--- src/rtl/vip_ctrl_packet_decoder.sv ---
// Avalon-ST video packet decoder: commits control-packet geometry, forwards video beats with sop/eol/eop.
// Optional status counters (field_count, err_count) are enabled by defining VIP_CTRL_STATUS_COUNTERS_EN.
module vip_ctrl_packet_decoder #(
    parameter int         BPS               = 8,
    parameter int         NPP               = 1,
    parameter int         DIM_BITS          = 16,
    parameter int         DEFAULT_WIDTH     = 1920,
    parameter int         DEFAULT_HEIGHT    = 1080,
    parameter logic [3:0] DEFAULT_INTERLACE = 4'd0
) (
    input  logic                  clk,
    input  logic                  rst,
    input  logic [BPS*NPP-1:0]    din_data,
    input  logic                  din_valid,
    input  logic                  din_sop,
    input  logic                  din_eop,
    output logic                  din_ready,
    output logic [BPS*NPP-1:0]    dout_data,
    output logic                  dout_valid,
    input  logic                  dout_ready,
    output logic                  dout_sop,
    output logic                  dout_eol,
    output logic                  dout_eop,
    output logic [DIM_BITS-1:0]   width_out,
    output logic [DIM_BITS-1:0]   height_out,
    output logic [3:0]            interlace_out,
    output logic                  ctrl_update,
    output logic                  err_short_ctrl,
    output logic                  err_early_eop,
    output logic                  err_late_eop
`ifdef VIP_CTRL_STATUS_COUNTERS_EN
    ,
    output logic [15:0]           field_count,
    output logic [15:0]           err_count
`endif
);

    typedef enum logic [1:0] {FIND_SOP, CTRL, VIDEO, DISCARD} state_t;

    state_t                state_q, state_d;
    logic [DIM_BITS-1:0]   width_q, width_d, height_q, height_d;
    logic [3:0]            ilace_q, ilace_d;
    logic [DIM_BITS-1:0]   sh_w_q, sh_w_d, sh_h_q, sh_h_d;
    logic [3:0]            sh_i_q, sh_i_d;
    logic [3:0]            nib_idx_q, nib_idx_d;
    logic [DIM_BITS-1:0]   bpl_q, bpl_d, vh_q, vh_d;
    logic [DIM_BITS-1:0]   beat_q, beat_d, line_q, line_d;
    logic                  first_q, first_d, done_q, done_d;
    logic [BPS*NPP-1:0]    dout_data_q, dout_data_d;
    logic                  dout_valid_q, dout_valid_d;
    logic                  dout_sop_q, dout_sop_d, dout_eol_q, dout_eol_d, dout_eop_q, dout_eop_d;
    logic                  upd_q, upd_d, es_q, es_d, ee_q, ee_d, el_q, el_d;
    logic                  ready_c, xfer, decode_sop, last_beat, last_line;

    // Once the field is complete, extra beats are dropped, so backpressure no longer applies.
    always_comb begin
        case (state_q)
            VIDEO:   ready_c = done_q | dout_ready | ~dout_valid_q;
            default: ready_c = 1'b1;
        endcase
    end

    assign din_ready = ready_c & ~rst;
    assign xfer      = din_valid & din_ready;
    assign last_beat = (beat_q == bpl_q - DIM_BITS'(1));
    assign last_line = (line_q == vh_q - DIM_BITS'(1));

    always_comb begin
        logic [3:0] nib;
        nib          = 4'd0;
        state_d      = state_q;
        width_d      = width_q;
        height_d     = height_q;
        ilace_d      = ilace_q;
        sh_w_d       = sh_w_q;
        sh_h_d       = sh_h_q;
        sh_i_d       = sh_i_q;
        nib_idx_d    = nib_idx_q;
        bpl_d        = bpl_q;
        vh_d         = vh_q;
        beat_d       = beat_q;
        line_d       = line_q;
        first_d      = first_q;
        done_d       = done_q;
        dout_data_d  = dout_data_q;
        dout_valid_d = dout_valid_q & ~dout_ready;
        dout_sop_d   = dout_sop_q;
        dout_eol_d   = dout_eol_q;
        dout_eop_d   = dout_eop_q;
        upd_d        = 1'b0;
        es_d         = 1'b0;
        ee_d         = 1'b0;
        el_d         = 1'b0;
        decode_sop   = 1'b0;

        case (state_q)
            FIND_SOP: begin
                if (xfer && din_sop) decode_sop = 1'b1;
            end
            CTRL: begin
                if (xfer && din_sop) begin
                    es_d       = 1'b1;
                    decode_sop = 1'b1;
                end else if (xfer) begin
                    for (int k = 0; k < NPP; k++) begin
                        nib = din_data[k*BPS +: 4];
                        if (nib_idx_d < 4'd4)      sh_w_d = (sh_w_d << 4) | DIM_BITS'(nib);
                        else if (nib_idx_d < 4'd8) sh_h_d = (sh_h_d << 4) | DIM_BITS'(nib);
                        else if (nib_idx_d == 4'd8) sh_i_d = nib;
                        if (nib_idx_d < 4'd9) nib_idx_d = nib_idx_d + 4'd1;
                    end
                    if (din_eop) begin
                        state_d = FIND_SOP;
                        if (nib_idx_d == 4'd9 && sh_w_d != '0 && sh_h_d != '0) begin
                            upd_d    = 1'b1;
                            width_d  = sh_w_d;
                            height_d = sh_h_d;
                            ilace_d  = sh_i_d;
                        end else begin
                            es_d = 1'b1;
                        end
                    end
                end
            end
            VIDEO: begin
                if (xfer && din_sop) begin
                    ee_d       = ~done_q;
                    decode_sop = 1'b1;
                end else if (xfer && done_q) begin
                    el_d    = 1'b1;
                    done_d  = 1'b0;
                    state_d = din_eop ? FIND_SOP : DISCARD;
                end else if (xfer) begin
                    dout_valid_d = 1'b1;
                    dout_data_d  = din_data;
                    dout_sop_d   = first_q;
                    dout_eol_d   = last_beat;
                    dout_eop_d   = din_eop | (last_beat & last_line);
                    first_d      = 1'b0;
                    if (last_beat) begin
                        beat_d = '0;
                        line_d = line_q + DIM_BITS'(1);
                    end else begin
                        beat_d = beat_q + DIM_BITS'(1);
                    end
                    if (last_beat && last_line) begin
                        if (din_eop) state_d = FIND_SOP;
                        else         done_d  = 1'b1;
                    end else if (din_eop) begin
                        ee_d    = 1'b1;
                        state_d = FIND_SOP;
                    end
                end
            end
            default: begin
                if (xfer && din_sop)      decode_sop = 1'b1;
                else if (xfer && din_eop) state_d    = FIND_SOP;
            end
        endcase

        // Header decode shared by every state that can see a new sop.
        if (decode_sop) begin
            state_d = FIND_SOP;
            done_d  = 1'b0;
            if (din_eop) begin
                if (din_data[3:0] == 4'hF) es_d = 1'b1;
            end else if (din_data[3:0] == 4'h0) begin
                state_d = VIDEO;
                bpl_d   = DIM_BITS'((32'(width_q) + 32'(NPP) - 32'd1) / 32'(NPP));
                vh_d    = height_q;
                beat_d  = '0;
                line_d  = '0;
                first_d = 1'b1;
            end else if (din_data[3:0] == 4'hF) begin
                state_d   = CTRL;
                nib_idx_d = 4'd0;
            end else begin
                state_d = DISCARD;
            end
        end
    end

    always_ff @(posedge clk or posedge rst) begin
        if (rst) begin
            state_q      <= FIND_SOP;
            width_q      <= DIM_BITS'(DEFAULT_WIDTH);
            height_q     <= DIM_BITS'(DEFAULT_HEIGHT);
            ilace_q      <= DEFAULT_INTERLACE;
            sh_w_q       <= '0;
            sh_h_q       <= '0;
            sh_i_q       <= '0;
            nib_idx_q    <= '0;
            bpl_q        <= '0;
            vh_q         <= '0;
            beat_q       <= '0;
            line_q       <= '0;
            first_q      <= 1'b0;
            done_q       <= 1'b0;
            dout_data_q  <= '0;
            dout_valid_q <= 1'b0;
            dout_sop_q   <= 1'b0;
            dout_eol_q   <= 1'b0;
            dout_eop_q   <= 1'b0;
            upd_q        <= 1'b0;
            es_q         <= 1'b0;
            ee_q         <= 1'b0;
            el_q         <= 1'b0;
        end else begin
            state_q      <= state_d;
            width_q      <= width_d;
            height_q     <= height_d;
            ilace_q      <= ilace_d;
            sh_w_q       <= sh_w_d;
            sh_h_q       <= sh_h_d;
            sh_i_q       <= sh_i_d;
            nib_idx_q    <= nib_idx_d;
            bpl_q        <= bpl_d;
            vh_q         <= vh_d;
            beat_q       <= beat_d;
            line_q       <= line_d;
            first_q      <= first_d;
            done_q       <= done_d;
            dout_data_q  <= dout_data_d;
            dout_valid_q <= dout_valid_d;
            dout_sop_q   <= dout_sop_d;
            dout_eol_q   <= dout_eol_d;
            dout_eop_q   <= dout_eop_d;
            upd_q        <= upd_d;
            es_q         <= es_d;
            ee_q         <= ee_d;
            el_q         <= el_d;
        end
    end

    assign dout_data      = dout_data_q;
    assign dout_valid     = dout_valid_q;
    assign dout_sop       = dout_sop_q;
    assign dout_eol       = dout_eol_q;
    assign dout_eop       = dout_eop_q;
    assign width_out      = width_q;
    assign height_out     = height_q;
    assign interlace_out  = ilace_q;
    assign ctrl_update    = upd_q;
    assign err_short_ctrl = es_q;
    assign err_early_eop  = ee_q;
    assign err_late_eop   = el_q;

`ifdef VIP_CTRL_STATUS_COUNTERS_EN
    logic [15:0] field_cnt_q, err_cnt_q;

    always_ff @(posedge clk or posedge rst) begin
        if (rst) begin
            field_cnt_q <= '0;
            err_cnt_q   <= '0;
        end else begin
            if (dout_valid_q && dout_ready && dout_eop_q && field_cnt_q != 16'hFFFF)
                field_cnt_q <= field_cnt_q + 16'd1;
            if ((es_q || ee_q || el_q) && err_cnt_q != 16'hFFFF)
                err_cnt_q <= err_cnt_q + 16'd1;
        end
    end

    assign field_count = field_cnt_q;
    assign err_count   = err_cnt_q;
`endif

endmodule

--- config.mk ---
export PLATFORM = sky130hd
export DESIGN_NAME = vip_ctrl_packet_decoder
export DESIGN_NICKNAME = d
export VERILOG_FILES = /design/src/rtl/vip_ctrl_packet_decoder.sv
export SDC_FILE = /design/constraint.sdc
export NUM_CORES = 1
export LEC_CHECK = 0
export CORE_AREA = 2 2 120 122
export CTS_CLUSTER_DIAMETER = 80
export DETAILED_ROUTE_END_ITERATION = 6
export DIE_AREA = 0 0 122 124
export MAX_ROUTING_LAYER = met4
export PLACE_DENSITY = 0.82
export SYNTH_ARGS = -nofsm -noshare
export SYNTH_HDL_FRONTEND = slang
export SYNTH_SLANG_ARGS = --single-unit
--- constraint.sdc ---
create_clock -name clk -period 16.2 [get_ports clk]
set_input_delay 4.05 -clock clk [delete_from_list [all_inputs] [get_ports clk]]
set_output_delay 4.05 -clock clk [all_outputs]
set_load 0.01 [all_outputs]
[Word level (Yosys, flattened, before mapping)]
Cells that the tools add are included.
Widths: inputs -> output; s select.
Storage, ports and cells
  input bits: 14
  bits in registers: 160
  output and inout bits: 53
Cells by class
  order comparisons: 3
  bitwise operators: 16
  equality and inequality tests: 10
  add/sub/neg operators: 7
  reduce and logical (&&, ||, !) cells: 20
  mux-type cells: 94
Operators with widths (count)
  $mux 16: 25
  $mux 4: 14
  $add 16x1->16 const B: 3
  $sub 16x1->16 const B: 3
  $mux 1: 42
  $eq 16x16->1: 2
  $or 16x4->16: 2
  $reduce_bool 16->1: 2
  $mux 2: 12
  $eq 4x4->1 const B: 3
  $reduce_and 5->1: 2
  $reduce_and 3->1: 3
  $lt 4x4->1 const B: 2
  $not 1->1: 7
  $logic_and 1x1->1: 6
  $pmux 2 s3: 1
  $reduce_bool 3->1: 2
  $add 4x1->4 const B: 1
  $and 1x1->1: 4
  $logic_not 4->1: 1
  $lt 4x3->1 const B: 1
  $ne 2x2->1 const B: 2
  $reduce_and 4->1: 1
  $reduce_bool 4->1: 1
  6 further kinds: 8

[Logic depth before layout (Yosys ltp)]
  depth after elaboration: 19
  depth in mapped cells: 11

[Least setup slack after synthesis]
No wires, ideal clock.
  kind: in2out
  start: input port dout_ready
  end: output port din_ready
  required time: 12150 ps
  data arrival time: 4457 ps
  slack: 7693 ps
  cell stages on the path: 3
  cells stage by stage: nor2b_1 > clkbuf_1 > a21oi_1
Between the ends
  cells in the longest elaborated chain, start to end: 4
Ends and longest elaborated chain
  from (decl): RTL line 20  | input logic dout_ready,
  $or 1x1->1 (2 in series): RTL line 58  | VIDEO: ready_c = done_q | dout_ready | ~dout_valid_q;
  $mux 1: RTL line 57  | case (state_q)
  $and 1x1->1: RTL line 63  | assign din_ready = ready_c & ~rst;
  to (decl): RTL line 17  | output logic din_ready,
No other way between the ends.

[Worst setup path after layout]
Ends and elaborated chain as after synthesis.

==> impl_metrics.json <==
{
  "routedWlPerCell_microns": 17.0,
  "clock_latency_ns": 0.44,
  "hold_path_depth": 2,
  "met1_usage": 0.376,
  "cts_hold_buf": 0,
  "rsz0062_at_grt": "no",
  "start_util": 0.600,
  "root_buffer": "clkbuf_16",
  "synth-simple-area-share": 0.230,
  "r2r_slack_ns": 11.94,
  "postCtsSetupRepairBufs": 0,
  "area_growth_pct": 17.2,
  "synth_top_area_share": 0.462,
  "finClkSkew_ns": 0.0115,
  "worst-setup-path-type": "in -> out",
  "post-synth-top-area-cell": "dfrtp_1",
  "post-dp-hpwl_mm": 12.4,
  "final_area_sq_um": 9650,
  "placed_area_sq_um": 9010,
  "setup_viol": 0,
  "grt_usage": 0.275,
  "gp_congestion": 0.867,
  "syn-num-nets": 906,
  "fin_util": 0.703,
  "grt-ovfl-total": 0,
  "p_leak_uw": 0.00449,
  "fmax_mhz": 105,
  "drtIter0Drc": 580,
  "syn_area_per_cell_sq_um": 9.33,
  "cp.required_ns": 12.15,
  "hp-start": "first_q$_DFF_PP0_",
  "period_minus_slack_ns": 9.51,
  "die_y_microns": 124,
  "grtUsageMet3": 0.0476,
  "cts_buffers": 17,
  "synth-adder-area-share": 0.0152,
  "viasPerCell": 5.85,
  "busiest_layer": "met2",
  "max-vdd-ir-drop_mv": 0.0659,
  "die_width_microns": 122,
  "ys_seq_area_frac": 0.488,
  "synth_warnings": 0,
  "synthTopCellsByArea": "dfrtp_1 46%, nand2_1 8.8%, mux2_2 5.1%",
  "core_sq_um": 13700,
  "synth_edf_count": 0,
  "hold_ws_ns": 0.473,
  "period_share": 0.587,
  "crit_fanout": 7,
  "tns_ns": 0,
  "cp-end-kind": "output port",
  "multi_input_area_sq_um": 3970,
  "port_buffers": 66,
  "fillCellCount": 1014,
  "slew_headroom": 0.233,
  "wl_mm": 19.0,
  "synth_top_family_by_area": "simple AND/OR/NAND/NOR gates",
  "drive_above_1_share": 0.108,
  "cts_buffer_depth": 2,
  "worstRegToRegCells": 9,
  "status": "finished, final reports clean",
  "use_met2": 0.416,
  "synth.most_common_cell": "nand2_1",
  "h-tree-depth": 4,
  "drc_errors": 0,
  "worstMarginPinSlew_ns": 1.14,
  "cts_tree": "yes",
  "synth_area_sq_um": 8230,
  "die-area_sq_um": 15100,
  "arrival_ns": 5.46,
  "hold_violations": 0,
  "hold_path_class": "reg -> reg",
  "final_antenna_net_count": 0,
  "path_clk_slew_ns": 0.06,
  "antenna_found_initial": 0,
  "drv_slew": 0,
  "nNetsFinal": 950,
  "io_pins": 67,
  "placementRows": 43,
  "synth-seq-cells": 160,
  "cap_violations": 0,
  "via_count": 6541,
  "yosys-top-cells-count": "192 x nand2_1, 152 x dfrtp_1, 78 x nor2_1, 40 x clkbuf_1, 39 x a21oi_1",
  "diodes": 0,
  "drtPass1Iterations": 5,
  "clock_sinks": 160,
  "yosysUniqueCellTypes": 59,
  "ys.flop_type": "dfrtp_1",
  "startpoint_type": "input port",
  "synth_compound_area_frac": 0.0815,
  "ctsResizeCount": 0,
  "r2r_start": "bpl_q[0]$_DFFE_PP0P_",
  "grt_pass1_vias": 6183,
  "netlist_instances": 882,
  "grt_pass1_wl_mm": 31.4,
  "reg2reg_to": "beat_q[6]$_DFF_PP0_",
  "hold_end": "dout_sop$_DFFE_PP0P_",
  "regArea_sq_um": 4010,
  "synthArstFlopShare": 1.00,
  "grt_max_degree": 89,
  "muxShareOfSynthArea": 0.0957,
  "synth_xor_area_frac": 0.0574,
  "p_per_area_nw_per_um2": 110
}
-- cells by family after synthesis --
group,Yosys count
AOI/OAI and AO/OA,108
DFF,160
muxes,74
xor gates and xnor gates,54
adders and majority gates,10
and+or+nand+nor,407
buffers and inverters,69
-- cell usage in the layout (no fill, tap or decap), drive strengths merged, types with 20 or more instances in the layout --
cell and instances:
nand2 192, dfrtp 152, nor2 78, clkdlybuf4s50 66, a21oi 39, mux2 38, mux2i 36, xor2 30
nor4 29, xnor2 24, nand2b 21, nand3 21, a31oi 20, inv 20, clkbuf 20
-- per-layer routing --
metal / vias up / routed length, microns
li1: 3129 / -
met3: 34 / 871
met4: 0 / 403
met1: 3200 / 8670
met2: 178 / 9070
met5: - / 0
-- area by class of cell --
class | instances | share of cell area
Sequential cell | 160 | 0.416
Timing Repair Buffer | 76 | 0.0762
Multi-Input combinational cell | 653 | 0.411
Clock inverter | 12 | 0.0187
Clock buffer | 20 | 0.0473
Inverter | 18 | 0.00752
Tap cell | 180 | 0.0233
-- power by group --
part	internal, uW	switching, uW
clock network	267	162
logic	75.9	83.5
registers	433	39.0
-- how the worst max path moves through the flow --
stage                          start        end  slack [ns]  depth (start not counted)
final                     dout_ready  din_ready        6.69                          4
after global routing      dout_ready  din_ready        6.55                          4
after CTS                 dout_ready  din_ready        6.70                          4
after detailed placement  dout_ready  din_ready        6.71                          4
after global placement    dout_ready  din_ready        6.73                          4
after floorplan           dout_ready  din_ready        7.69                          3
-- sequential cells by signal, summed over array words and instances, names as in the netlist, 2 cells and up --
name,cells
interlace_out,4
line_q,16
dout_data,8
vh_q,16
state_q,2
width_out,16
height_out,16
sh_h_q,16
sh_w_q,16
beat_q,16
nib_idx_q,4
sh_i_q,4
bpl_q,16
-- critical path: stages --
cell             delay [ns]
clkdlybuf4s50_1        0.40
nor2b_1                0.38
a21oi_1                0.13
clkdlybuf4s50_1        0.49
-- metrics by stage --
stage,setup slack [ns],std cells,total power [uW]
final,6.69,1119,1060
after global routing,6.55,1119,1100
after CTS,6.70,1119,1060
after detailed placement,6.71,1087,634
after global placement,6.73,1087,627
after floorplan,7.69,882,579
(Power assumes the default switching activity.)
